==> config.mk <==
export PLATFORM = sky130hd
export DESIGN_NAME = bus_cs_sequencer_flat
export DESIGN_NICKNAME = d
export VERILOG_FILES = /design/src/rtl/pine16_bus_pkg.sv /design/src/rtl/bus_cs_sequencer_if.sv /design/src/rtl/onehot_decoder_n.sv /design/src/rtl/bus_cs_sequencer.sv /design/src/flat_wrapper.sv
export SDC_FILE = /design/constraint.sdc
export NUM_CORES = 1
export LEC_CHECK = 0
export CORE_MARGIN = 8
export CORE_UTILIZATION = 35
export CTS_CLUSTER_SIZE = 30
export DETAILED_ROUTE_END_ITERATION = 16
export SLEW_MARGIN = 30
export SYNTH_ARGS = -nofsm -noshare
export SYNTH_HDL_FRONTEND = slang
export SYNTH_SLANG_ARGS = --single-unit
==> constraint.sdc <==
create_clock -name clk -period 2.9 [get_ports clk]
set_input_delay 0.87 -clock clk [delete_from_list [all_inputs] [get_ports clk]]
set_output_delay 0.87 -clock clk [all_outputs]
set_load 0.1 [all_outputs]
==> src/rtl/pine16_bus_pkg.sv <==
// Shared definitions for the pine16 chip-select sequencer: FSM state encoding
// and the chip-select count helper.
package pine16_bus_pkg;

  typedef enum logic [1:0] {
    ST_IDLE   = 2'd0,
    ST_ACCESS = 2'd1,
    ST_DONE   = 2'd2,
    ST_TURN   = 2'd3
  } seqState_t;

  localparam int DEFAULT_SEL_W = 3;
  localparam int NUM_CS        = 1 << DEFAULT_SEL_W;

  function automatic int numCs(input int selW);
    return 1 << selW;
  endfunction

endpackage

==> src/rtl/bus_cs_sequencer_if.sv <==
// Bus-side signal bundle between the pine16 master and the chip-select sequencer.
interface bus_cs_sequencer_if
  import pine16_bus_pkg::*;
#(
  parameter int SEL_W = 3,
  parameter int WS_W  = 3
);
  localparam int NCS = numCs(SEL_W);

  logic [SEL_W-1:0]    addr_sel;
  logic                g1;
  logic                g2a_n;
  logic                g2b_n;
  logic                req;
  logic [NCS*WS_W-1:0] ws_cfg;
  logic [NCS-1:0]      cs_n;
  logic                ready;
  logic                abort;
  logic                busy;

  modport master (
    output addr_sel, g1, g2a_n, g2b_n, req, ws_cfg,
    input  cs_n, ready, abort, busy
  );

  modport slave (
    input  addr_sel, g1, g2a_n, g2b_n, req, ws_cfg,
    output cs_n, ready, abort, busy
  );

endinterface

==> src/rtl/onehot_decoder_n.sv <==
// Combinational select-to-active-low one-hot decoder; generalised 3-to-8 part.
module onehot_decoder_n #(
  parameter int SEL_W = 3
) (
  input  logic [SEL_W-1:0]      i_sel,
  input  logic                  i_en,
  output logic [(1<<SEL_W)-1:0] o_cs_n
);

  always_comb begin
    o_cs_n = '1;
    if (i_en) o_cs_n[i_sel] = 1'b0;
  end

endmodule

==> src/rtl/bus_cs_sequencer.sv <==
// Region chip-select sequencer: decodes the select, holds the chip select for a
// programmable number of wait states, pulses ready, then enforces a turnaround.
module bus_cs_sequencer
  import pine16_bus_pkg::*;
#(
  parameter int SEL_W      = 3,
  parameter int WS_W       = 3,
  parameter int TURNAROUND = 1
) (
  input  logic               clk,
  input  logic               rst,
  bus_cs_sequencer_if.slave  bus
);

  localparam int NCS  = numCs(SEL_W);
  localparam int TC_W = (TURNAROUND > 1) ? $clog2(TURNAROUND) : 1;
  localparam logic [TC_W-1:0] TC_LOAD = TC_W'((TURNAROUND > 0) ? TURNAROUND - 1 : 0);

  seqState_t        r_state, w_nextState;
  logic [SEL_W-1:0] r_sel, w_nextSel;
  logic [WS_W-1:0]  r_wcnt, w_nextWcnt;
  logic [TC_W-1:0]  r_tcnt, w_nextTcnt;
  logic [NCS-1:0]   r_cs_n, w_nextCsN;
  logic             r_ready, r_abort, r_busy;
  logic             w_nextReady, w_nextAbort, w_csEn, w_en;
  logic [WS_W-1:0]  w_wsArr [NCS];

  for (genvar k = 0; k < NCS; k++) begin : g_wsSlice
    assign w_wsArr[k] = bus.ws_cfg[k*WS_W +: WS_W];
  end

  assign w_en = bus.g1 & ~bus.g2a_n & ~bus.g2b_n;

  always_comb begin
    w_nextState = r_state;
    w_nextSel   = r_sel;
    w_nextWcnt  = r_wcnt;
    w_nextTcnt  = r_tcnt;
    w_nextReady = 1'b0;
    w_nextAbort = 1'b0;
    case (r_state)
      ST_IDLE: begin
        if (bus.req && w_en) begin
          w_nextState = ST_ACCESS;
          w_nextSel   = bus.addr_sel;
          w_nextWcnt  = w_wsArr[bus.addr_sel];
        end
      end
      ST_ACCESS: begin
        // Losing the enable cancels the access even on its final wait cycle.
        if (!w_en) begin
          w_nextAbort = 1'b1;
          w_nextState = (TURNAROUND > 0) ? ST_TURN : ST_IDLE;
          w_nextTcnt  = TC_LOAD;
        end else if (r_wcnt == '0) begin
          w_nextState = ST_DONE;
          w_nextReady = 1'b1;
        end else begin
          w_nextWcnt = r_wcnt - WS_W'(1);
        end
      end
      ST_DONE: begin
        w_nextAbort = ~w_en;
        w_nextState = (TURNAROUND > 0) ? ST_TURN : ST_IDLE;
        w_nextTcnt  = TC_LOAD;
      end
      ST_TURN: begin
        if (r_tcnt == '0) w_nextState = ST_IDLE;
        else              w_nextTcnt  = r_tcnt - TC_W'(1);
      end
      default: w_nextState = ST_IDLE;
    endcase
  end

  // The decoder sees next-state values so cs_n can be taken straight from a flop.
  assign w_csEn = (w_nextState == ST_ACCESS) || (w_nextState == ST_DONE);

  onehot_decoder_n #(.SEL_W(SEL_W)) u_decoder (
    .i_sel  (w_nextSel),
    .i_en   (w_csEn),
    .o_cs_n (w_nextCsN)
  );

  always_ff @(posedge clk or posedge rst) begin
    if (rst) begin
      r_state <= ST_IDLE;
      r_sel   <= '0;
      r_wcnt  <= '0;
      r_tcnt  <= '0;
      r_cs_n  <= '1;
      r_ready <= 1'b0;
      r_abort <= 1'b0;
      r_busy  <= 1'b0;
    end else begin
      r_state <= w_nextState;
      r_sel   <= w_nextSel;
      r_wcnt  <= w_nextWcnt;
      r_tcnt  <= w_nextTcnt;
      r_cs_n  <= w_nextCsN;
      r_ready <= w_nextReady;
      r_abort <= w_nextAbort;
      r_busy  <= (w_nextState != ST_IDLE);
    end
  end

  assign bus.cs_n  = r_cs_n;
  assign bus.ready = r_ready;
  assign bus.abort = r_abort;
  assign bus.busy  = r_busy;

endmodule

==> src/flat_wrapper.sv <==
// flat-port wrapper written by rule: the top's interface ports become plain ports
module bus_cs_sequencer_flat import pine16_bus_pkg::*;
#(
  parameter int SEL_W      = 3,
  parameter int WS_W       = 3,
  parameter int TURNAROUND = 1
)
  (clk, rst, bus_addr_sel, bus_g1, bus_g2a_n, bus_g2b_n, bus_req, bus_ws_cfg, bus_cs_n, bus_ready, bus_abort, bus_busy);
  bus_cs_sequencer_if #(.SEL_W(SEL_W), .WS_W(WS_W)) bus_i ();
  input  logic clk;
  input  logic rst;
  input wire logic [$bits(bus_i.addr_sel)-1:0] bus_addr_sel;
  input wire logic [$bits(bus_i.g1)-1:0] bus_g1;
  input wire logic [$bits(bus_i.g2a_n)-1:0] bus_g2a_n;
  input wire logic [$bits(bus_i.g2b_n)-1:0] bus_g2b_n;
  input wire logic [$bits(bus_i.req)-1:0] bus_req;
  input wire logic [$bits(bus_i.ws_cfg)-1:0] bus_ws_cfg;
  output wire logic [$bits(bus_i.cs_n)-1:0] bus_cs_n;
  output wire logic [$bits(bus_i.ready)-1:0] bus_ready;
  output wire logic [$bits(bus_i.abort)-1:0] bus_abort;
  output wire logic [$bits(bus_i.busy)-1:0] bus_busy;
  assign bus_i.addr_sel = bus_addr_sel;
  assign bus_i.g1 = bus_g1;
  assign bus_i.g2a_n = bus_g2a_n;
  assign bus_i.g2b_n = bus_g2b_n;
  assign bus_i.req = bus_req;
  assign bus_i.ws_cfg = bus_ws_cfg;
  assign bus_cs_n = bus_i.cs_n;
  assign bus_ready = bus_i.ready;
  assign bus_abort = bus_i.abort;
  assign bus_busy = bus_i.busy;
  bus_cs_sequencer #(.SEL_W(SEL_W), .WS_W(WS_W), .TURNAROUND(TURNAROUND)) u_core (.clk(clk), .rst(rst), .bus(bus_i));
endmodule
==> impl_metrics.py <==
metrics = {
    "place": {
        "pre_cts_ws_ns": -0.0960,
        "io_buffers": 43,
        "gp_congestion": 0.813,
        "hpwl_um": 2480,
        "placed_area_mm2": 0.00172,
    },
    "clocking": {
        "cts_setup_buffers": 0,
        "cts.sinks": 19,
        "clk_latency_ns": 0.31,
        "cts_hold_buf": 0,
        "cts_tree": "yes",
        "htree_levels": 1,
        "cts_resized": 0,
        "cts-buffers-inserted": 3,
        "clkSlewWorstSetupHoldPaths_ns": 0.12,
        "clk_path_buf_depth": 2,
        "cts_root_buf": "clkbuf_4",
    },
    "sta": {
        "hold_viol_final": 0,
        "finClkSkew_ns": 0.00105,
        "fin_crit_sh_pct": 91.4,
        "setup_ws_ns": 0.249,
        "fmax_mhz": 377,
        "rsz0062_at_grt": "no",
        "setup_viol": 0,
        "relSlewSlack_pct": 51.7,
        "setup_tns_ns": 0,
        "period_needed_ns": 2.65,
        "slew_violations": 0,
        "max_slew.worst_pin.slew_ns": 0.723,
    },
    "route": {
        "totalWireLength_um": 3010,
        "via_per_inst": 5.07,
        "drtIter0Drc": 79,
        "wl_per_cell_um": 13.6,
        "ant_nets": 0,
        "first_pass_iters": 4,
        "route.vias.total": 1120,
        "drc": 0,
    },
    "global_routing": {
        "grt_max_degree": 20,
        "grt_pass1_vias": 1163,
        "antenna_found_initial": 0,
        "grt-ovfl-total": 0,
        "grt_pass1_wl_um": 5300,
        "grt_usage_pct": 10.7,
    },
    "layout": {
        "final_layout_size_suffix_gt1_share_pct": 19.7,
        "final_common_cell": "clkdlybuf4s50_1",
        "fillers": 370,
        "syn_to_final_growth_pct": 38.4,
        "layout_common_cells": "clkdlybuf4s50_1 (32), buf_4 (15), nand2_1 (13)",
        "seq_area_um2": 485,
        "final_core_util_pct": 48.9,
        "design_area_mm2": 0.00175,
        "nets": 214,
        "num_antenna_cells": 0,
        "multi_input_area_um2": 711,
    },
    "die": {
        "die_w_um": 76.1,
        "io_pins": 44,
        "rows": 22,
        "dieArea_mm2": 0.00579,
        "fp.dieH_um": 76.1,
        "initial_utilization_pct": 35.3,
        "core-area_mm2": 0.00358,
    },
    "flow_run": {
        "maxCapViolations": 0,
    },
    "hold_path": {
        "hold_class": "flop to flop",
    },
    "power_and_ir_drop": {
        "cellPowerDensity_mw_per_mm2": 967,
        "p_leak_nw": 0.783,
        "ir_drop_mv": 0.250,
        "totalPowerFinal_w": 0.00169,
    },
    "logic_synthesis": {
        "synth_cells": 128,
        "synth_seq_cells": 19,
        "synth_cell_types": 41,
        "yosys_warnings": 0,
        "syn_nets": 168,
        "syn_area_per_cell_um2": 9.87,
        "ys_seq_area_share_pct": 38.4,
        "netlist_area_mm2": 0.00126,
    },
    "critical_path": {
        "crit_type": "primary input to flop",
        "crit_required_ns": 3.14,
        "path_max_fanout": 4,
        "cp-start-kind": "primary input",
        "worstPathArrival_ns": 2.89,
        "end_kind": "flop",
    },
    "status": {
        "outcome": "complete, no violations",
    },
}
==> cell usage after synthesis <==
cell	instances	area share (%)
a221oi_2	1	1.2
clkbuf_1	1	0.30
nand3_1	3	1.2
a22o_1	1	0.69
a21oi_1	3	1.2
a221oi_1	1	0.69
mux2_2	1	0.89
nor2b_1	3	1.5
a21boi_0	1	0.59
nand2_1	13	3.9
and3_1	9	4.5
mux4_1	1	2.1
nor4_1	1	0.50
buf_6	1	0.89
mux4_2	3	5.3
inv_1	8	2.4
nand2_2	1	0.50
mux2i_1	6	4.8
dfrtp_1	11	22
a211o_1	2	1.4
buf_2	3	1.2
buf_4	1	0.59
and4_1	1	0.69
or2_1	1	0.50
and4bb_1	1	0.99
ha_1	7	6.9
dfstp_2	8	17
and2_1	3	1.5
nand2b_1	3	1.5
o32a_1	1	0.79
nor3_1	1	0.40
a221o_1	1	0.79
or3b_4	1	0.89
nor2_1	10	3.0
a22oi_1	1	0.59
nor3b_1	3	1.8
o21ai_0	2	0.79
o21ai_1	6	2.4
a21o_1	1	0.59
and4b_1	1	0.79
a211oi_1	1	0.59
==> path summary, 6_finish.rpt <==
path                                    from  cells after the start  slack [ns]            endpoint
max                                   bus_g1                      9        0.25  u_core.bus.cs_n[4]
max reg2reg                u_core.r_state[1]                      9        0.74  u_core.bus.cs_n[4]
min in group asynchronous                rst                      2        0.96     u_core.bus.busy
min                         u_core.r_wcnt[0]                      1        0.53    u_core.r_wcnt[0]
min reg2reg                 u_core.r_wcnt[0]                      1        0.53    u_core.r_wcnt[0]
max in group asynchronous                rst                      2        1.49    u_core.bus.ready
==> area by class of cell <==
class | count | share of cell area (%)
clock inverter | 1 | 0.429
timing repair buffer | 47 | 24.7
inverter | 8 | 1.72
sequential | 19 | 27.8
multi-input combinational | 95 | 40.6
tap | 48 | 3.43
clock buffer | 3 | 1.29
==> flip-flops by register name (all words and copies together), names as in the netlist <==
signal            count
u_core.bus.abort      1
u_core.bus.busy       1
u_core.bus.cs_n       8
u_core.bus.ready      1
u_core.r_sel          3
u_core.r_state        2
u_core.r_wcnt         3
==> critical path, stage by stage <==
cell,delay [ns]
clkdlybuf4s50_1,0.46
or3b_4,0.38
o32a_1,0.33
nor2_1,0.15
a21o_1,0.12
ha_1,0.14
inv_1,0.05
a221oi_2,0.26
o21ai_1,0.12
==> routing by layer <==
| layer | vias up | global-route usage, % | share of wire (%) |
|---|---|---|---|
| met3 | 4 | 3.07 | 7.5 |
| met2 | 47 | 17.0 | 47 |
| met4 | 0 | 5.19 | 1.2 |
| met5 | - | 0 | 0 |
| li1 | 552 | - | - |
| met1 | 517 | 13.1 | 44 |
==> cells by family (layout without fill, tap and decap cells) <==
family	count (synthesis)	after routing	share of synthesized area, %
fa+ha+maj	7	7	6.93
compound gates	22	22	12.3
mux	11	11	13.1
buf+inv	14	59	5.35
flops	19	19	38.4
simple gates	55	55	24.0
==> power by group <==
group,internal (W),switching [W]
clock network,0.0000526,0.0000933
registers,0.000395,0.0000675
logic,0.000372,0.000712
==> stage by stage <==
stage / instances / hold slack (ns)
2_1_floorplan: 128 / 0.479
3_3_place_gp: 217 / 0.507
3_5_place_dp: 217 / 0.502
4_1_cts: 221 / 0.537
5_1_grt: 221 / 0.553
6_report: 221 / 0.534
Power figures use the tool's default switching activity.
